## src/rtl/drw_tx_arbiter.sv

```systemverilog
// drw_tx_arbiter: round-robin scheduler that shares one dual-rail RTZ 4-phase output channel between NREQ requesters.
// Latency: codeword on rails one cycle after selection; transfer >= 1 + 2*SYNC_STAGES + 1 cycles with an immediate ack.
// Backpressure: req is held until done; a new transfer starts only after the previous one has returned to spacer and ack_s is low.
//
// Ports:
//   clk, reset       - clock (rising edge), synchronous active-high reset
//   req, req_data    - per-requester request level and word (requester i at [i*WIDTH +: WIDTH])
//   done             - one-cycle completion pulse for the served requester
//   busy             - high whenever a transfer is in flight (state != IDLE)
//   ch_t, ch_f       - true/false rails, straight from flops
//   ch_ack           - asynchronous channel acknowledge (high = codeword consumed, low = spacer consumed)
//   err              - sticky handshake watchdog flag
//
// Optional build macro: DRW_TX_TIMEOUT_EN enables the per-phase watchdog that drives err;
// without it err is tied low and no counter is built.

module drw_tx_arbiter #(
  parameter int NREQ           = 4,
  parameter int WIDTH          = 8,
  parameter int SYNC_STAGES    = 2,
  parameter int TIMEOUT_CYCLES = 1024
) (
  input  logic                    clk,
  input  logic                    reset,
  input  logic [NREQ-1:0]         req,
  input  logic [NREQ*WIDTH-1:0]   req_data,
  output logic [NREQ-1:0]         done,
  output logic                    busy,
  output logic [WIDTH-1:0]        ch_t,
  output logic [WIDTH-1:0]        ch_f,
  input  logic                    ch_ack,
  output logic                    err
);

  localparam int PW = (NREQ > 1) ? $clog2(NREQ) : 1;

  // Elaboration-time parameter sanity checks.
  if (NREQ < 2 || NREQ > 16) begin : g_bad_nreq
    $error("drw_tx_arbiter: NREQ must be in 2..16");
  end
  if (SYNC_STAGES < 2) begin : g_bad_sync
    $error("drw_tx_arbiter: SYNC_STAGES must be >= 2");
  end
  if (TIMEOUT_CYCLES < 1) begin : g_bad_timeout
    $error("drw_tx_arbiter: TIMEOUT_CYCLES must be >= 1");
  end

  typedef enum logic [1:0] {
    ST_IDLE = 2'd0,
    ST_DATA = 2'd1,
    ST_NULL = 2'd2
  } state_t;

  state_t                 state_q, state_d;
  logic [PW-1:0]          ptr_q,   ptr_d;
  logic [PW-1:0]          win_q,   win_d;
  logic [WIDTH-1:0]       ch_t_q,  ch_t_d;
  logic [WIDTH-1:0]       ch_f_q,  ch_f_d;
  logic [NREQ-1:0]        done_q,  done_d;
  logic [SYNC_STAGES-1:0] ack_sync_q;
  logic                   ack_s;

  // Round-robin search results.
  logic                   found;
  logic [PW-1:0]          win_idx;
  logic [PW:0]            sel_sum;
  logic [WIDTH-1:0]       sel_word;

  // ---------------------------------------------------------------------------
  // ch_ack synchronizer. Reset loads ones so that IDLE treats the channel as
  // not-yet-released until a real low ack has propagated through the chain;
  // this keeps a channel that is still high from an aborted transfer from
  // being handed a fresh codeword.
  // ---------------------------------------------------------------------------
  assign ack_s = ack_sync_q[SYNC_STAGES-1];

  // ---------------------------------------------------------------------------
  // Round-robin pick: first asserted req at or after ptr_q, wrapping mod NREQ.
  // ---------------------------------------------------------------------------
  always_comb begin
    found   = 1'b0;
    win_idx = ptr_q;
    sel_sum = '0;
    for (int k = 0; k < NREQ; k++) begin
      sel_sum = {1'b0, ptr_q} + (PW+1)'(k);
      if (sel_sum >= (PW+1)'(NREQ)) begin
        sel_sum = sel_sum - (PW+1)'(NREQ);
      end
      if (!found && req[sel_sum[PW-1:0]]) begin
        found   = 1'b1;
        win_idx = sel_sum[PW-1:0];
      end
    end
  end

  assign sel_word = req_data[int'(win_idx)*WIDTH +: WIDTH];

  // ---------------------------------------------------------------------------
  // Next-state / output logic. Rails only ever move between a full codeword
  // and the all-zero spacer, each in a single edge.
  // ---------------------------------------------------------------------------
  always_comb begin
    state_d = state_q;
    ptr_d   = ptr_q;
    win_d   = win_q;
    ch_t_d  = ch_t_q;
    ch_f_d  = ch_f_q;
    done_d  = '0;

    case (state_q)
      ST_IDLE: begin
        // Selection is held off during the done cycle so the requester just
        // served gets one cycle to drop or renew its req before it is seen.
        if (!ack_s && (done_q == '0) && found) begin
          win_d   = win_idx;
          ch_t_d  = sel_word;
          ch_f_d  = ~sel_word;
          state_d = ST_DATA;
        end
      end

      ST_DATA: begin
        if (ack_s) begin
          ch_t_d  = '0;
          ch_f_d  = '0;
          state_d = ST_NULL;
        end
      end

      ST_NULL: begin
        if (!ack_s) begin
          done_d  = NREQ'(1) << win_q;
          if (win_q == PW'(NREQ-1)) begin
            ptr_d = '0;
          end else begin
            ptr_d = win_q + 1'b1;
          end
          state_d = ST_IDLE;
        end
      end

      default: begin
        ch_t_d  = '0;
        ch_f_d  = '0;
        state_d = ST_IDLE;
      end
    endcase
  end

  always_ff @(posedge clk) begin
    if (reset) begin
      state_q    <= ST_IDLE;
      ptr_q      <= '0;
      win_q      <= '0;
      ch_t_q     <= '0;
      ch_f_q     <= '0;
      done_q     <= '0;
      ack_sync_q <= '1;
    end else begin
      state_q    <= state_d;
      ptr_q      <= ptr_d;
      win_q      <= win_d;
      ch_t_q     <= ch_t_d;
      ch_f_q     <= ch_f_d;
      done_q     <= done_d;
      ack_sync_q <= {ack_sync_q[SYNC_STAGES-2:0], ch_ack};
    end
  end

  assign ch_t = ch_t_q;
  assign ch_f = ch_f_q;
  assign done = done_q;
  assign busy = (state_q != ST_IDLE);

  // ---------------------------------------------------------------------------
  // Handshake watchdog. The counter restarts on every state change and counts
  // cycles spent waiting in DATA or NULL. Hitting the limit only flags err;
  // the FSM keeps waiting so the channel never sees a premature transition.
  // ---------------------------------------------------------------------------
`ifdef DRW_TX_TIMEOUT_EN
  localparam int TW = $clog2(TIMEOUT_CYCLES + 1);

  logic [TW-1:0] to_cnt_q, to_cnt_d;
  logic          err_q,    err_d;

  always_comb begin
    to_cnt_d = to_cnt_q;
    err_d    = err_q;
    if (state_d != state_q) begin
      to_cnt_d = '0;
    end else if ((state_q != ST_IDLE) && (to_cnt_q != TW'(TIMEOUT_CYCLES))) begin
      to_cnt_d = to_cnt_q + 1'b1;
    end
    if (to_cnt_d == TW'(TIMEOUT_CYCLES)) begin
      err_d = 1'b1;
    end
  end

  always_ff @(posedge clk) begin
    if (reset) begin
      to_cnt_q <= '0;
      err_q    <= 1'b0;
    end else begin
      to_cnt_q <= to_cnt_d;
      err_q    <= err_d;
    end
  end

  assign err = err_q;
`else
  assign err = 1'b0;
`endif

endmodule

```

## config.mk

```make
export PLATFORM = sky130hd
export DESIGN_NAME = drw_tx_arbiter
export DESIGN_NICKNAME = d
export VERILOG_FILES = /design/src/rtl/drw_tx_arbiter.sv
export SDC_FILE = /design/constraint.sdc
export NUM_CORES = 1
export LEC_CHECK = 0
export BUFFER_PORTS_ARGS = -buffer_cell sky130_fd_sc_hd__buf_2
export CORE_MARGIN = 2
export CORE_UTILIZATION = 50
export DETAILED_ROUTE_END_ITERATION = 7
export PLACE_DENSITY = 0.82
export SYNTH_ARGS = -nofsm -noshare
export SYNTH_HDL_FRONTEND = slang
export SYNTH_SLANG_ARGS = --single-unit
```

## constraint.sdc

```tcl
create_clock -name clk -period 2.45 [get_ports clk]
set_input_delay 0.1225 -clock clk [delete_from_list [all_inputs] [get_ports clk]]
set_output_delay 0.1225 -clock clk [all_outputs]
set_load 0.01 [all_outputs]
```

## Word level (Yosys, flattened, before mapping)

Index checks and enable logic that the tools add are counted.

| cells by class | value |
|---|---|
| add/subtract/negate cells | 8 |
| $lt $le $gt $ge | 8 |
| equal/unequal tests | 6 |
| shifts and indexed selects | 2 |
| mux-type cells | 30 |
| bitwise operators | 3 |
| reduce and logical (&&, ||, !) cells | 17 |

Operators with widths:

| kind | number |
|---|---|
| $pmux 8 s3 | 2 |
| $shiftx 32x6->8 | 1 |
| $mux 2 | 12 |
| $mux 8 | 3 |
| $lt 2x3->1 const B | 4 |
| $ge 3x3->1 const B | 3 |
| $bmux 1 s2 | 4 |
| $mux 1 | 8 |
| $not 8->8 | 1 |
| $sub 2x1->2 const B | 4 |
| $add 2x2->3 const B | 2 |
| $ne 2x2->1 const B | 3 |
| $pmux 2 s3 | 1 |
| $reduce_and 3->1 | 2 |
| $logic_and 1x1->1 | 5 |
| $eq 2x2->1 const B | 2 |
| $logic_not 1->1 | 4 |
| $logic_not 4->1 | 1 |
| $reduce_and 2->1 | 2 |
| $shl 1x2->4 const A | 1 |
| $add 2x1->3 const B | 1 |
| $ge 2x3->1 const B | 1 |
| $reduce_or 3->1 | 1 |
| $add 2x1->2 const B | 1 |
| other kinds (4) | 5 |

| word-level totals | value |
|---|---|
| bits in registers | 28 |
| input port bits | 39 |
| output and inout port bits | 22 |
| word-level logic and storage cells | 81 |

## Logic depth before layout (Yosys ltp)

Gate-level depths: netlist of the first run.

| logic depth | value |
|---|---|
| depth after elaboration | 18 |
| gate-level depth with buffers | 7 |
| mapped depth without buffers | 5 |

## Worst setup path before layout of the first run

OpenSTA, ideal clock, no wires.

| path | value |
|---|---|
| path kind | reg2reg |
| start | reg ptr_q[1] |
| end | reg ch_f_q[4] (netlist: ch_f[4]) |
| library setup time | 0.079 ns |
| arrival | 1.537 ns |
| data required time | 2.371 ns |
| path slack | 0.835 ns |
| cell stages (with the launch flop) | 7 |
| buffers on the path | 1 |
| clock period less this slack | 1.615 ns |
| cells stage by stage | dfxtp_1 -> or2_0 -> a21oi_1 -> o21ai_2 -> buf_2 -> mux2_2 -> o221ai_2 |

| between the ends | value |
|---|---|
| longest elaborated chain between the ends | 18 |
| elaborated cells on any way between the ends | 44 |
| those cells by class | add/sub: 7; order compare: 4; eq/ne: 1; shift: 1; mux: 22; bitwise: 1; reduce/logical: 8 |

Ends and longest elaborated chain:

| element | line | source |
|---|---|---|
| from (decl) | 55 | `logic [PW-1:0] ptr_q, ptr_d;` |
| from (signal assigned) | 161 | `ptr_q <= ptr_d;` |
| branches (longest 18 deep; another with $add 2x1->3) | - |  |
| to (signal assigned) | 164 | `ch_f_q <= ch_f_d;` |
| to (decl) | 58 | `logic [WIDTH-1:0] ch_f_q, ch_f_d;` |

Several ways; the timed one is not identified. The select of a mux whose other input is x is not followed.
A chain may end at the register's enable or synchronous reset.

## Final worst setup path of the first run

| path | value |
|---|---|
| start | reg state_q[0] |
| end | reg ch_f_q[3] (netlist: ch_f[3]) |

| between the ends | value |
|---|---|
| longest elaborated chain between the ends | 3 |
| elaborated cells on any way between the ends | 8 |
| those cells by class | eq/ne: 4; mux: 1; bitwise: 1; reduce/logical: 2 |

Ends and longest elaborated chain:

| element | line | source |
|---|---|---|
| from (decl) | 54 | `state_t state_q, state_d;` |
| from (signal assigned) | 160 | `state_q <= state_d;` |
| $eq 2x1->1, or another cell as far along | 110 | `case (state_q)` |
| $ne 2x2->1 (no line) or $not 1->1 (tied branches) | - |  |
| $reduce_and 3->1 (no line) | - |  |

Parallel ways exist; a longest one is shown, timed or not.

==> results by group, run 1 <==
Clock tree
  • Root Driver: clkbuf_4
  • CTS tree: yes
  • Clock sink count: 28
  • CTS H-tree depth: 1
  • Worst skew pair latency: 330 ps
  • Max clock buf depth: 2
  • Worst-path clk slew: approximately 150 ps
  • Post-CTS setup repair buffer count: 0
  • TritonCTS Buffers: 3

Pwr
  • Max IR drop VDD: between 0.3 and 0.4 mV
  • Post-layout power: roughly 0.00095 W
  • PwrDens: roughly 490 mW/mm²
  • P_leak: between 0.8 and 0.9 nW

Critical path
  • Cell count of the worst reg-to-reg path: 6
  • Critical path launch point type: flop
  • CP cell instances: nor4_2 > nand3_1 > nor2_1 > nand2b_1 > buf_4 > o221ai_1
  • Crit path DAT: about 2000 ps
  • Worst Path Buf+Inv: 1
  • Setup CP Type: reg2reg
  • Data required, critical path: around 2700 ps
  • R2r startpoint: state_q[0]
  • Critical path peak fanout: 10
  • R2r setup slk: approximately 680 ps
  • Worst r2r dst: ch_f[3]
  • Max stage delay on crit path: roughly 390 ps
  • Critical path's slowest cell: dfxtp_1
  • Crit path max-delay family: simple AND/OR/NAND/NOR gates
  • Crit. End Element: flop

Yosys
  • Synth top cells by count: dfxtp_1, nand2_1, mux2i_1
  • Seq/Total Area, Yosys: 0.361
  • Yosys reg bits: 28
  • Library cells used by synthesis: 35
  • Mapped Area: about 0.0016 mm²
  • Yosys top cell by area: dfxtp_1
  • Syn_area_per_cell: about 10 µm²
  • Synth top area share: 0.361
  • Share of flip-flops with an asynchronous set or reset: 0
  • Number of synthesized flops with an enable pin: 0
  • Yosys warns: 0
  • Post-Synthesis Cells: ~160
  • Top FF cell, synth: dfxtp_1
  • Top-count cell post-synth: dfxtp_1
  • Area contributors post-synth: dfxtp_1, mux2i_1, o221ai_2
  • Syn Nets: between 150 and 200

Drt
  • Routed WL: ~3200 µm
  • DR iter-0 viols: 90
  • Vias after detailed routing: roughly 1400
  • DRC: 0
  • Vias per cell: between 5 and 6
  • Post-route ant nets: 0
  • DRT Pass-1 Iters: 4
  • Post-DR wirelength/cell: around 13 µm

Timing
  • RSZ-0062 raised after global routing: false
  • Endpoints failing setup: 0
  • Pins Over Slew Limit: 0
  • Final Skew: around 11 ps
  • Final Hold Slack: between 100 and 150 ps
  • Maximum clock rate: about 0.57 GHz
  • Final min period: 1770 ps
  • Hold Vio Cnt, Final: 0
  • Final Cycle Share: 0.722
  • Slew headroom: 0.594
  • Final setup TNS: 0 ps
  • Worst-Margin Slew: ~600 ps

Placed design
  • Post-DP HPWL: 2400 µm
  • Placer Congestion: around 0.84
  • Buffers added on ports: 59

Floorplan
  • Die width: 59.7 µm
  • Die Y: ~60 µm
  • Core Region: between 0.003 and 0.004 mm²
  • Initial Utilization: 0.517
  • Site Rows: 20
  • IO Count: 61
  • Die area: about 0.0036 mm²

Final layout
  • FILL cells: ~260
  • Footprint of the multi-input gates: 931 µm²
  • Diodes inserted: 0
  • Post-layout util: 0.644
  • Register area: 561 µm²
  • Layout cells sized above 1: 0.456
  • P&R area growth vs syn: 24.5%
  • Final nets: 256

Hold path
  • HP Class: in2reg
  • HP Start: req_data[1]
  • Hold Path End: ch_t[1]
  • Min-Delay Path Depth: 3

Flow run
  • Max cap viols: 0

GRT
  • Global-route congestion overflow total: 0
  • GRT Total Usage: 0.183
  • Vias in the first global route: about 1300
  • Initial antenna violation count: 0
  • Largest net degree at the start of global routing: 34
  • First-pass GRT wire length: roughly 5100 µm

Status
  • Status: finished clean
cell families (layout without fill, tap and decap cells):
logic type,count (synthesis),count (layout),synth area share
and+or+nand+nor,54,54,0.179
buffers and inverters,11,69,0.0443
xor gates and xnor gates,1,1,0.00564
DFF,28,28,0.361
adders and majority gates,1,1,0.00806
other,1,1,0.00242
muxes,32,32,0.219
AOI/OAI and AO/OA,29,29,0.181
cell type report:
type,count,area share
Tap cell,33,0.0214
Clock inverter,1,0.0155
Multi-Input combinational cell,118,0.482
Inverter,2,0.00388
Sequential cell,28,0.290
Timing Repair Buffer,63,0.176
Clock buffer,3,0.0117
placed cells by master, fill, tap and decap left out, drive strengths merged:
master	count
bufinv	1
nand3	2
nor2	7
mux2i	16
a21oi	8
dfxtp	28
nor3	3
or2	4
or4	1
o221a	1
inv	2
nor4b	1
clkbuf	3
nand2	27
conb	1
a21o	1
nor2b	3
o21ai	3
mux2	16
o221ai	16
nor4	2
nor3b	1
ha	1
xnor2	1
buf	62
nand2b	1
dlygate4sd3	1
and3	2
worst max-delay path by stage:
stage | start | endpoint | slack (ps) | depth (start not counted)
finish | state_q[0] | ch_f[3] | 680 | 6
floorplan | ptr_q[1] | ch_f[4] | 830 | 6
global placement | req[0] | ch_t[0] | 670 | 6
global route | state_q[0] | ch_f[3] | 460 | 6
CTS | state_q[0] | ch_f[3] | 680 | 6
detailed placement | req[0] | ch_f[3] | 610 | 7
tightest hold or removal path: cells and delay by family:
family	cells	cell delay, ps
compound gates	1	140
mux	1	70
buf+inv	1	90
state kept, by name (all words and copies together) (netlist names):
signal	flops
ch_t	8
win_q	2
state_q	2
ptr_q	2
ch_f	8
done	4
ack_sync_q	2
power by group:
part | leakage [nW] | internal [W] | switching [W]
registers | 0.227 | 0.000471 | 0.00000996
clock network | 0.0279 | 0.000165 | 0.000131
logic | 0.572 | 0.0000884 | 0.0000846
total | 0.827 | 0.000724 | 0.000225
stage by stage:
stage / worst slack [ps] / area (µm²) / std cells
after floorplan: 835 / 1550 / 157
after global placement: 670 / 1870 / 243
after detailed placement: 608 / 1870 / 243
after CTS: 681 / 1930 / 248
after global routing: 463 / 1930 / 248
final: 680 / 1930 / 248
per-layer routing:
metal	global-route usage	part of all wire	vias to the layer above
met5	0	0	-
met4	0.0349	0.0032	0
met3	0.0455	0.054	2
met2	0.335	0.47	37
met1	0.215	0.47	627
li1	-	-	694
timing repair:
| item | CTS | global route |
|---|---|---|
| resized for setup | 0 | 0 |
| hold buffers | 1 | 0 |
| endpoints found under the hold margin | 1 | 0 |
Power figures use the tool's default switching activity.
==> run 2, diff against run 1 <==
--- a/config.mk
+++ b/config.mk
@@ -5,11 +5,12 @@
 export SDC_FILE = /design/constraint.sdc
 export NUM_CORES = 1
 export LEC_CHECK = 0
+export ABC_AREA = 1
 export BUFFER_PORTS_ARGS = -buffer_cell sky130_fd_sc_hd__buf_2
 export CORE_MARGIN = 2
-export CORE_UTILIZATION = 50
+export CORE_UTILIZATION = 46
 export DETAILED_ROUTE_END_ITERATION = 7
-export PLACE_DENSITY = 0.82
+export PLACE_DENSITY = 0.77
 export SYNTH_ARGS = -nofsm -noshare
 export SYNTH_HDL_FRONTEND = slang
 export SYNTH_SLANG_ARGS = --single-unit
==> constraint.sdc (replaced) <==
create_clock -name clk -period 1.5 [get_ports clk]
set_input_delay 0.075 -clock clk [delete_from_list [all_inputs] [get_ports clk]]
set_output_delay 0.075 -clock clk [all_outputs]
set_load 0.01 [all_outputs]
==> results by group, run 2 <==
Critical path
  • Data required, critical path: 1700 ps (-1010 ps)
  • Crit-path most repeated cell: nand2_4
  • Max stage delay on crit path: 420 ps (+30 ps)
  • CP cell instances: buf_6 > nand2_4 > nand2_4 > nand2_4 > nand2_4 > nand3_2 > nand3_1 > nand3_2 > nand2_4 > buf_4 > nand2_1 > nand2_1 > nand2_1 > a21oi_2
  • Critical path launch point type: flop
  • Worst Path Buf+Inv: 2 (+1)
  • Crit. End Element: flop
  • Critical path peak fanout: 8 (-2)
  • Setup CP Type: reg2reg
  • Crit path DAT: 2190 ps (+160 ps)
  • Crit path max-delay family: simple AND/OR/NAND/NOR gates
  • Critical Path Source: ptr_q[0]
  • Critical path's slowest cell: dfxtp_4
  • R2r startpoint: ptr_q[0]

Timing
  • Pins Over Slew Limit: 0 (unchanged)
  • Final min period: 2000 ps (+227 ps)
  • Maximum clock rate: 0.501 GHz (-11%)
  • Final Skew: 1.10 ps (-9.56 ps)
  • RSZ-0062 raised after global routing: true
  • Hold Vio Cnt, Final: 0 (unchanged)
  • Setup WS post-layout: -496 ps (-1180 ps)
  • Final Cycle Share: 1.33 (+0.609)
  • Endpoints failing setup: 19 (+19)

GRT
  • First-pass GRT wire length: 8280 µm (+62%)
  • Global-route congestion overflow total: 0 (unchanged)
  • GRT Total Usage: 0.238 (+0.0548)
  • Initial antenna violation count: 0 (unchanged)
  • Vias in the first global route: 1916 (+52%)
  • Largest net degree at the start of global routing: 21 (-38%)

Floorplan
  • Initial Utilization: 0.468 (-0.0490)
  • IO Count: 61 (unchanged)
  • Die width: 67.3 µm (+13%)
  • Core Region: 0.00394 mm² (+31%)
  • Die area: 0.00453 mm² (+27%)
  • Die Y: 67.3 µm (+13%)
  • Site Rows: 23 (+15%)

Yosys
  • Area contributors post-synth: dfxtp_1, nand2_1, nand3_1
  • Mapped Area: 0.00185 mm² (+19%)
  • Synth top area share: 0.304 (-0.0573)
  • Top FF cell, synth: dfxtp_1
  • Syn Nets: 331 (+68%)
  • Share of flip-flops with an asynchronous set or reset: 0 (unchanged)
  • Number of synthesized flops with an enable pin: 0 (unchanged)
  • Library cells used by synthesis: 31 (-11%)
  • Synth top cells by count: nand2_1, inv_1, dfxtp_1
  • Yosys top cell by area: dfxtp_1
  • Yosys reg bits: 28 (unchanged)
  • Seq/Total Area, Yosys: 0.304 (-0.0573)
  • Post-Synthesis Cells: 291 (+85%)
  • Yosys warns: 0 (unchanged)
  • Syn_area_per_cell: 6.34 µm² (-36%)
  • Top-count cell post-synth: nand2_1

Final layout
  • Most common cell after layout, fill and taps aside: nand2_1
  • Layout cells sized above 1: 0.468 (+0.0119)
  • Non-Filler Instances: 422 (+70%)
  • Post-layout util: 0.698 (+0.0541)
  • P&R area growth vs syn: 49.1%
  • Most frequent cells in the layout: nand2_1, buf_2, inv_1
  • Diodes inserted: 0 (unchanged)
  • Final nets: 413 (+61%)

Drt
  • DR iter-0 viols: 158 (+76%)
  • DRC: 0 (unchanged)
  • Routed WL: 5860 µm (+85%)
  • Vias per cell: 5.12 (-6.7%)
  • DRT Pass-1 Iters: 5 (+1)
  • Post-route ant nets: 0 (unchanged)
  • Post-DR wirelength/cell: 13.9 µm (+8.7%)
  • Vias after detailed routing: 2159 (+59%)

Placed design
  • Post-DP HPWL: 3550 µm (+48%)
  • Buffers added on ports: 59 (unchanged)
  • Cell total after placement: 409 (+68%)
  • Placer Congestion: 0.831 (-1.1%)

Clock tree
  • CTS tree: yes
  • TritonCTS Buffers: 3 (unchanged)
  • Max clock buf depth: 2 (unchanged)
  • Worst skew pair latency: 270 ps (-60 ps)
  • Clock sink count: 28 (unchanged)
  • Worst-path clk slew: 90 ps (-60 ps)
  • CTS H-tree depth: 1 (unchanged)
  • Root Driver: clkbuf_8

Pwr
  • Max IR drop VDD: 0.551 mV (+45%)
  • Internal Power: 0.00121 W (+67%)
  • PwrDens: 637 mW/mm² (+30%)
  • Sw Ratio: 0.310 (+0.0727)
  • P_leak: 1.52 nW (+83%)
  • Clock network fraction of design power: 0.261 (-0.051)
  • Post-layout power: 0.00175 W (+85%)
  • Combinational share of power: 0.290 (+0.108)
  • P_sw: 0.000544 W (+140%)
  • Seq pwr share: 0.449 (-0.057)

Hold path
  • HP Class: in2reg
  • HP Start: reset

Status
  • Failing checks: setup timing
  • Status: finished with violations

Flow run
  • Max cap viols: 0 (unchanged)
==> run 2: cell types whose count changed after synthesis, sizes merged, moves of 4 or more <==
cell    delta
nand2    +100
inv       +34
nand3     +26
mux2      -16
mux2i     -16
o221ai    -16
a21oi      +9
nand4      +6
nor2       +6
nand3b     +5
o21ai      +4
==> run 2: final cells by class <==
type,instances,area [µm²]
inverters,37,151
clock buffers,4,55.1
flip-flops and latches,28,568
fillers,278,1190
well taps,50,62.6
repair buffers,88,584
multi-input cells,215,1330
==> run 2: logic make-up after synthesis <==
family / after synthesis / synth area share
other cells: 1 / 0.00203
flops: 28 / 0.304
fa+ha+maj: 1 / 0.00678
compound gates: 25 / 0.0739
simple gates: 187 / 0.483
buf+inv: 49 / 0.130
==> run 2: power by group through the flow <==
stage / registers, W / logic [W] / clock network (W)
after global placement: 0.000806 / 0.000393 / 0
after floorplan: 0.000816 / 0.000255 / 0
after global routing: 0.000791 / 0.000555 / 0.000494
after detailed placement: 0.000806 / 0.000396 / 0
final: 0.000787 / 0.000509 / 0.000458
after CTS: 0.000786 / 0.000436 / 0.000458
==> run 2: stage by stage <==
stage          area (µm²)  TNS [ps]  setup slack (ps)  hold slack, ps
2_1_floorplan        1860     -2210              -160             179
3_5_place_dp         2270     -6120              -385             265
6_report             2750     -6710              -496             175
5_1_grt              2750     -8360              -558             168
3_3_place_gp         2270     -6230              -384             263
4_1_cts              2480     -4820              -312             153
==> run 2: timing repair <==
item,CTS,global route
hold endpoints to repair,1,0
buffers inserted,1,5
pin swaps,18,26
cloned,1,2
resized for setup,38,55
endpoints found under the setup margin,19,19
hold buffers,1,0
==> run 2: per-layer routing <==
metal / up-vias / track usage / routed length [µm]
met1: 978 / 0.272 / 2200
li1: 1071 / - / -
met2: 90 / 0.437 / 3070
met4: 0 / 0.0740 / 238
met3: 20 / 0.0533 / 351
met5: - / 0 / 0
==> run 2: final timing paths <==
kind              depth (start not counted)       endpoint  slack (ps)
setup / recovery                         14        ch_f[7]        -500
hold / removal                            2        ch_f[6]         170
setup reg to reg                         14        ch_f[7]        -500
hold reg to reg                           1  ack_sync_q[1]         420
